===== src/rtl/genius_unidade_controle_pkg.sv =====
// Shared definitions for the Genius game control unit. The state codes are
// also used by the datapath's 7-segment debug decoder.
package genius_unidade_controle_pkg;

  typedef enum logic [3:0] {
    ST_INICIAL         = 4'h0,
    ST_PREPARACAO      = 4'h1,
    ST_INICIO_RODADA   = 4'h2,
    ST_MOSTRA_LED      = 4'h3,
    ST_APAGA_LED       = 4'h4,
    ST_PROXIMO_LED     = 4'h5,
    ST_ESPERA_JOGADA   = 4'h6,
    ST_REGISTRA        = 4'h7,
    ST_MOSTRA_JOGADA   = 4'h8,
    ST_COMPARA         = 4'h9,
    ST_PROXIMA_JOGADA  = 4'hA,
    ST_PROXIMA_RODADA  = 4'hB,
    ST_FIM_ACERTOU     = 4'hC,
    ST_FIM_ERROU       = 4'hD,
    ST_FIM_TIMEOUT     = 4'hE,
    ST_INICIA_JOGADAS  = 4'hF
  } estado_t;

  // Last round depends on game length: index 7 for 8 rounds, 15 for 16 rounds.
  function automatic logic ultima_rodada(input logic nivel_jogadas,
                                         input logic fim_cr,
                                         input logic meio_cr);
    return nivel_jogadas ? fim_cr : meio_cr;
  endfunction

endpackage


===== src/rtl/genius_unidade_controle_if.sv =====
// Control/condition bundle between the Genius control unit and its datapath.
interface genius_unidade_controle_if;

  logic       iniciar, jogada_feita, jogada_correta, enderecoIgualRodada;
  logic       nivel_jogadas_reg, nivel_tempo_reg;
  logic       fimCR, meioCR, fimTM, meioTM, fimTempo;
  logic       zeraR, registraR, zeraC, contaC, registraN, zeraCR, contaCR;
  logic       zeraTM, contaTM, zeraTempo, contaTempo;
  logic       ativa_leds_mem, ativa_leds_jog, toca;
  logic       pronto, ganhou, perdeu, timeout;
  logic [3:0] db_estado;

  // Control unit side: consumes conditions, drives strobes and status.
  modport master (
    input  iniciar, jogada_feita, jogada_correta, enderecoIgualRodada,
           nivel_jogadas_reg, nivel_tempo_reg, fimCR, meioCR, fimTM, meioTM,
           fimTempo,
    output zeraR, registraR, zeraC, contaC, registraN, zeraCR, contaCR,
           zeraTM, contaTM, zeraTempo, contaTempo, ativa_leds_mem,
           ativa_leds_jog, toca, pronto, ganhou, perdeu, timeout, db_estado
  );

  modport slave (
    output iniciar, jogada_feita, jogada_correta, enderecoIgualRodada,
           nivel_jogadas_reg, nivel_tempo_reg, fimCR, meioCR, fimTM, meioTM,
           fimTempo,
    input  zeraR, registraR, zeraC, contaC, registraN, zeraCR, contaCR,
           zeraTM, contaTM, zeraTempo, contaTempo, ativa_leds_mem,
           ativa_leds_jog, toca, pronto, ganhou, perdeu, timeout, db_estado
  );

endinterface


===== src/rtl/genius_unidade_controle.sv =====
// Moore FSM sequencing the Genius game: show sequence, collect moves, and
// finish with win, error or timeout. Outputs decode the state only.
module genius_unidade_controle
  import genius_unidade_controle_pkg::*;
(
  input logic                        clock,
  input logic                        reset,
  genius_unidade_controle_if.master  uc
);

  estado_t state_q, state_d;

  // NOTE: state registers use non-blocking assignments so every flop samples
  // the pre-edge values; blocking here would create order-dependent races.
  always_ff @(posedge clock or negedge reset) begin
    if (!reset) state_q <= ST_INICIAL;
    else        state_q <= state_d;
  end

  // NOTE: state_d gets a default before the case so that any path that does
  // not assign it holds the state instead of inferring a latch.
  always_comb begin
    state_d = state_q;
    unique case (state_q)
      ST_INICIAL:        if (uc.iniciar) state_d = ST_PREPARACAO;
      ST_PREPARACAO:     state_d = ST_INICIO_RODADA;
      ST_INICIO_RODADA:  state_d = ST_MOSTRA_LED;
      ST_MOSTRA_LED:     if (uc.meioTM) state_d = ST_APAGA_LED;
      ST_APAGA_LED: begin
        if (uc.fimTM && uc.enderecoIgualRodada) state_d = ST_INICIA_JOGADAS;
        else if (uc.fimTM)                      state_d = ST_PROXIMO_LED;
      end
      ST_PROXIMO_LED:    state_d = ST_MOSTRA_LED;
      ST_INICIA_JOGADAS: state_d = ST_ESPERA_JOGADA;
      ST_ESPERA_JOGADA: begin
        // A move in the same cycle as the timer expiring still counts.
        if (uc.jogada_feita)                          state_d = ST_REGISTRA;
        else if (uc.fimTempo && uc.nivel_tempo_reg)   state_d = ST_FIM_TIMEOUT;
      end
      ST_REGISTRA:       state_d = ST_MOSTRA_JOGADA;
      ST_MOSTRA_JOGADA:  if (uc.meioTM) state_d = ST_COMPARA;
      ST_COMPARA: begin
        if (!uc.jogada_correta)
          state_d = ST_FIM_ERROU;
        else if (uc.enderecoIgualRodada &&
                 ultima_rodada(uc.nivel_jogadas_reg, uc.fimCR, uc.meioCR))
          state_d = ST_FIM_ACERTOU;
        else if (uc.enderecoIgualRodada)
          state_d = ST_PROXIMA_RODADA;
        else
          state_d = ST_PROXIMA_JOGADA;
      end
      ST_PROXIMA_JOGADA: state_d = ST_ESPERA_JOGADA;
      ST_PROXIMA_RODADA: state_d = ST_INICIO_RODADA;
      ST_FIM_ACERTOU,
      ST_FIM_ERROU,
      ST_FIM_TIMEOUT:    if (uc.iniciar) state_d = ST_PREPARACAO;
      default:           state_d = ST_INICIAL;
    endcase
  end

  always_comb begin
    uc.zeraR          = 1'b0;
    uc.registraR      = 1'b0;
    uc.zeraC          = 1'b0;
    uc.contaC         = 1'b0;
    uc.registraN      = 1'b0;
    uc.zeraCR         = 1'b0;
    uc.contaCR        = 1'b0;
    uc.zeraTM         = 1'b0;
    uc.contaTM        = 1'b0;
    uc.zeraTempo      = 1'b0;
    uc.contaTempo     = 1'b0;
    uc.ativa_leds_mem = 1'b0;
    uc.ativa_leds_jog = 1'b0;
    uc.toca           = 1'b0;
    uc.pronto         = 1'b0;
    uc.ganhou         = 1'b0;
    uc.perdeu         = 1'b0;
    uc.timeout        = 1'b0;
    unique case (state_q)
      ST_INICIAL:        uc.zeraR = 1'b1;
      ST_PREPARACAO: begin
        uc.registraN = 1'b1;
        uc.zeraCR    = 1'b1;
        uc.zeraC     = 1'b1;
        uc.zeraTM    = 1'b1;
      end
      ST_INICIO_RODADA: begin
        uc.zeraC  = 1'b1;
        uc.zeraTM = 1'b1;
      end
      ST_MOSTRA_LED: begin
        uc.ativa_leds_mem = 1'b1;
        uc.toca           = 1'b1;
        uc.contaTM        = 1'b1;
      end
      ST_APAGA_LED:      uc.contaTM = 1'b1;
      ST_PROXIMO_LED: begin
        uc.contaC = 1'b1;
        uc.zeraTM = 1'b1;
      end
      ST_INICIA_JOGADAS: begin
        uc.zeraC     = 1'b1;
        uc.zeraTempo = 1'b1;
      end
      ST_ESPERA_JOGADA:  uc.contaTempo = 1'b1;
      ST_REGISTRA: begin
        uc.registraR = 1'b1;
        uc.zeraTM    = 1'b1;
      end
      ST_MOSTRA_JOGADA: begin
        uc.ativa_leds_jog = 1'b1;
        uc.toca           = 1'b1;
        uc.contaTM        = 1'b1;
      end
      ST_PROXIMA_JOGADA: begin
        uc.contaC    = 1'b1;
        uc.zeraTempo = 1'b1;
      end
      ST_PROXIMA_RODADA: uc.contaCR = 1'b1;
      ST_FIM_ACERTOU: begin
        uc.zeraR  = 1'b1;
        uc.pronto = 1'b1;
        uc.ganhou = 1'b1;
      end
      ST_FIM_ERROU: begin
        uc.zeraR  = 1'b1;
        uc.pronto = 1'b1;
        uc.perdeu = 1'b1;
      end
      ST_FIM_TIMEOUT: begin
        uc.zeraR   = 1'b1;
        uc.pronto  = 1'b1;
        uc.perdeu  = 1'b1;
        uc.timeout = 1'b1;
      end
      default: ;
    endcase
  end

  assign uc.db_estado = state_q;

endmodule


===== src/flat_wrapper.sv =====
// flat-port wrapper written by rule: the top's interface ports become plain ports
module genius_unidade_controle_flat import genius_unidade_controle_pkg::*;
  (clock, reset, uc_iniciar, uc_jogada_feita, uc_jogada_correta, uc_enderecoIgualRodada, uc_nivel_jogadas_reg, uc_nivel_tempo_reg, uc_fimCR, uc_meioCR, uc_fimTM, uc_meioTM, uc_fimTempo, uc_zeraR, uc_registraR, uc_zeraC, uc_contaC, uc_registraN, uc_zeraCR, uc_contaCR, uc_zeraTM, uc_contaTM, uc_zeraTempo, uc_contaTempo, uc_ativa_leds_mem, uc_ativa_leds_jog, uc_toca, uc_pronto, uc_ganhou, uc_perdeu, uc_timeout, uc_db_estado);
  genius_unidade_controle_if uc_i ();
  input logic clock;
  input logic reset;
  input wire logic [$bits(uc_i.iniciar)-1:0] uc_iniciar;
  input wire logic [$bits(uc_i.jogada_feita)-1:0] uc_jogada_feita;
  input wire logic [$bits(uc_i.jogada_correta)-1:0] uc_jogada_correta;
  input wire logic [$bits(uc_i.enderecoIgualRodada)-1:0] uc_enderecoIgualRodada;
  input wire logic [$bits(uc_i.nivel_jogadas_reg)-1:0] uc_nivel_jogadas_reg;
  input wire logic [$bits(uc_i.nivel_tempo_reg)-1:0] uc_nivel_tempo_reg;
  input wire logic [$bits(uc_i.fimCR)-1:0] uc_fimCR;
  input wire logic [$bits(uc_i.meioCR)-1:0] uc_meioCR;
  input wire logic [$bits(uc_i.fimTM)-1:0] uc_fimTM;
  input wire logic [$bits(uc_i.meioTM)-1:0] uc_meioTM;
  input wire logic [$bits(uc_i.fimTempo)-1:0] uc_fimTempo;
  output wire logic [$bits(uc_i.zeraR)-1:0] uc_zeraR;
  output wire logic [$bits(uc_i.registraR)-1:0] uc_registraR;
  output wire logic [$bits(uc_i.zeraC)-1:0] uc_zeraC;
  output wire logic [$bits(uc_i.contaC)-1:0] uc_contaC;
  output wire logic [$bits(uc_i.registraN)-1:0] uc_registraN;
  output wire logic [$bits(uc_i.zeraCR)-1:0] uc_zeraCR;
  output wire logic [$bits(uc_i.contaCR)-1:0] uc_contaCR;
  output wire logic [$bits(uc_i.zeraTM)-1:0] uc_zeraTM;
  output wire logic [$bits(uc_i.contaTM)-1:0] uc_contaTM;
  output wire logic [$bits(uc_i.zeraTempo)-1:0] uc_zeraTempo;
  output wire logic [$bits(uc_i.contaTempo)-1:0] uc_contaTempo;
  output wire logic [$bits(uc_i.ativa_leds_mem)-1:0] uc_ativa_leds_mem;
  output wire logic [$bits(uc_i.ativa_leds_jog)-1:0] uc_ativa_leds_jog;
  output wire logic [$bits(uc_i.toca)-1:0] uc_toca;
  output wire logic [$bits(uc_i.pronto)-1:0] uc_pronto;
  output wire logic [$bits(uc_i.ganhou)-1:0] uc_ganhou;
  output wire logic [$bits(uc_i.perdeu)-1:0] uc_perdeu;
  output wire logic [$bits(uc_i.timeout)-1:0] uc_timeout;
  output wire logic [$bits(uc_i.db_estado)-1:0] uc_db_estado;
  assign uc_i.iniciar = uc_iniciar;
  assign uc_i.jogada_feita = uc_jogada_feita;
  assign uc_i.jogada_correta = uc_jogada_correta;
  assign uc_i.enderecoIgualRodada = uc_enderecoIgualRodada;
  assign uc_i.nivel_jogadas_reg = uc_nivel_jogadas_reg;
  assign uc_i.nivel_tempo_reg = uc_nivel_tempo_reg;
  assign uc_i.fimCR = uc_fimCR;
  assign uc_i.meioCR = uc_meioCR;
  assign uc_i.fimTM = uc_fimTM;
  assign uc_i.meioTM = uc_meioTM;
  assign uc_i.fimTempo = uc_fimTempo;
  assign uc_zeraR = uc_i.zeraR;
  assign uc_registraR = uc_i.registraR;
  assign uc_zeraC = uc_i.zeraC;
  assign uc_contaC = uc_i.contaC;
  assign uc_registraN = uc_i.registraN;
  assign uc_zeraCR = uc_i.zeraCR;
  assign uc_contaCR = uc_i.contaCR;
  assign uc_zeraTM = uc_i.zeraTM;
  assign uc_contaTM = uc_i.contaTM;
  assign uc_zeraTempo = uc_i.zeraTempo;
  assign uc_contaTempo = uc_i.contaTempo;
  assign uc_ativa_leds_mem = uc_i.ativa_leds_mem;
  assign uc_ativa_leds_jog = uc_i.ativa_leds_jog;
  assign uc_toca = uc_i.toca;
  assign uc_pronto = uc_i.pronto;
  assign uc_ganhou = uc_i.ganhou;
  assign uc_perdeu = uc_i.perdeu;
  assign uc_timeout = uc_i.timeout;
  assign uc_db_estado = uc_i.db_estado;
  genius_unidade_controle u_core (.clock(clock), .reset(reset), .uc(uc_i));
endmodule

===== config.mk =====
export PLATFORM = sky130hd
export DESIGN_NAME = genius_unidade_controle_flat
export DESIGN_NICKNAME = d
export VERILOG_FILES = /design/src/rtl/genius_unidade_controle_pkg.sv /design/src/rtl/genius_unidade_controle_if.sv /design/src/rtl/genius_unidade_controle.sv /design/src/flat_wrapper.sv
export SDC_FILE = /design/constraint.sdc
export NUM_CORES = 1
export LEC_CHECK = 0
export CORE_MARGIN = 2
export CORE_UTILIZATION = 31
export DETAILED_ROUTE_END_ITERATION = 16
export PLACE_DENSITY_LB_ADDON = 0.1
export SETUP_SLACK_MARGIN = 0.3
export SYNTH_ARGS = -nofsm -noshare
export SYNTH_HDL_FRONTEND = slang
export SYNTH_SLANG_ARGS = --single-unit

===== constraint.sdc =====
create_clock -name clock -period 2.5 [get_ports clock]
set_input_delay 0.625 -clock clock [delete_from_list [all_inputs] [get_ports clock]]
set_output_delay 0.625 -clock clock [all_outputs]
set_load 0.05 [all_outputs]

==> results.json <==
{
  "ys.warnings.count": 0,
  "path_class": "reg -> out",
  "final_common_cell": "buf_4",
  "final.setup_skew_ps": 12.5,
  "numCtsBuffers": 3,
  "n_antenna_cell": 0,
  "die_y_um": 48.7,
  "syn_area_sq_um": 618,
  "pre_cts_slack_ps": 332,
  "crit_arrival_ps": 1650,
  "clk_pin_slew_ps": 40,
  "drc": 0,
  "period_minus_slack_ps": 2280,
  "cpPeakStageDelay_ps": 550,
  "synth_area_leaders": "dfrtp_1 (16%), o21ai_0 (4.9%), nor2_1 (4.9%)",
  "track_usage": 0.192,
  "cts_sinks": 4,
  "cts_tree": "yes",
  "drv_slew": 0,
  "first_pass_iters": 4,
  "final_antenna_net_count": 0,
  "ys.flop_type": "dfrtp_1",
  "cap_violations": 0,
  "r2r_cells": 6,
  "antenna_found_initial": 0,
  "grt_pass1_wl_mm": 3.59,
  "tns_ps": 0,
  "ios": 35,
  "mostFrequentLayoutCells": "buf_4 (21), clkdlybuf4s50_1 (16), buf_12 (15)",
  "cts-root-buf": "clkbuf_4",
  "synth_edf_count": 0,
  "start_util": 0.322,
  "synthArstFlopShare": 1.00,
  "syn_nets": 98,
  "die_w_um": 48.7,
  "cp_num_buf_inv": 1,
  "timing.rr.start": "u_core.uc.db_estado[1]",
  "io_buffers": 34,
  "hold_class": "in -> async",
  "required_ps": 1880,
  "worstPathMaxFanout": 4,
  "grt_pass1_vias": 799,
  "ys_ff_latch": 4,
  "reg2reg_slack_ps": 450,
  "crit_path_cell_trace": "or4bb_4, or2b_4, buf_12",
  "cpMaxStageDelayCell": "or4bb_4",
  "syn-instance-count": 85,
  "fin_nets": 150,
  "routed_wirelength_mm": 2.27,
  "yosysTopAreaCell": "dfrtp_1",
  "period_share": 0.912,
  "area_growth_pct": 138,
  "final_util": 0.766,
  "drt_iter0_markers": 29,
  "multiInputGateArea_sq_um": 627,
  "slew_headroom": 0.666,
  "fp-row-count": 16,
  "wl_per_cell_um": 14.0,
  "hold_viol_final": 0,
  "layout-drive-gt1-share": 0.563,
  "worstReg2RegEnd": "u_core.uc.db_estado[3]",
  "via_per_inst": 5.41,
  "place_hpwl_mm": 1.53,
  "synth_top_area_frac": 0.162,
  "worst_slew_pin_slew_ps": 500,
  "setup_ws_ps": 220,
  "start_kind": "flop",
  "core_sq_um": 1920,
  "cts_htree_levels": 1,
  "die_area_sq_um": 2370,
  "fillCellCount": 133,
  "gp_congestion": 0.849,
  "largest_reg_flops": 4,
  "cts_hold_buf": 0,
  "clockBufferDepth": 2,
  "grt_overflow": 0,
  "ys_seq_area_frac": 0.162,
  "final-seq-area_sq_um": 110,
  "syn_avg_cell_area_sq_um": 7.27,
  "vias": 877,
  "path_delay_family": "simple AND/OR/NAND/NOR gates",
  "synth.distinct_cells": 37,
  "endpoint_kind": "output port",
  "rsz0062_at_grt": "yes",
  "status": "complete, no violations",
  "timing.fmax_mhz": 439,
  "setup_viol_count_final": 0,
  "grt_max_degree": 12,
  "worstSkewPairLatency_ps": 250
}
stage by stage:
step	area, sq um	hold slack (ps)	cells
2_1_floorplan	782	329	85
3_3_place_gp	1250	621	140
3_5_place_dp	1250	634	140
4_1_cts	1420	563	158
5_1_grt	1470	585	162
6_report	1470	568	162
what timing repair did:
| item | CTS | global route |
|---|---|---|
| setup buffers | 15 | 4 |
| endpoints found under the setup margin | 11 | 9 |
| gates resized for setup | 10 | 4 |
| pin swaps | 4 | 1 |
cell families after synthesis:
family,share of synthesized area
buffers and inverters,0.103
flip-flops,0.162
AO/OA/AOI/OAI,0.362
multiplexers,0.0425
AND/OR/NAND/NOR,0.330
worst max path at each step:
stage,from,end,slack (ps),cells past startpoint
floorplan,u_core.uc.db_estado[1],uc_zeraC,210,5
global placement,u_core.uc.db_estado[1],uc_toca,350,3
detailed placement,u_core.uc.db_estado[1],uc_toca,330,3
CTS,u_core.uc.db_estado[3],uc_zeraR,210,4
global route,u_core.uc.db_estado[3],uc_toca,190,3
finish,u_core.uc.db_estado[3],uc_toca,220,3
layer usage:
metal  wire length [um]  GRT usage  vias up
li1                   -          -      418
met4                 41     0.0810        0
met5                  0          0        -
met2               1230      0.374       43
met3                140     0.0309        4
met1                855      0.198      412
cell usage after synthesis (3+ instances only):
master	count
nor3_1	5
a21oi_1	3
buf_2	3
dfrtp_1	4
nand2_1	7
o21ai_0	6
clkbuf_1	4
nand2b_1	4
inv_1	4
nor2_1	8
a211o_1	3
o22ai_1	4
layout make-up:
cell class / count / share of cell area
Sequential cell: 4 / 0.0748
Inverter: 4 / 0.0102
Multi-Input combinational cell: 68 / 0.426
Clock buffer: 3 / 0.0153
Timing Repair Buffer: 56 / 0.451
Tap cell: 27 / 0.0230
Power is left out: the tool's default activity adds up to more than one toggle a clock period on the data nets, which glitch-free logic cannot reach.
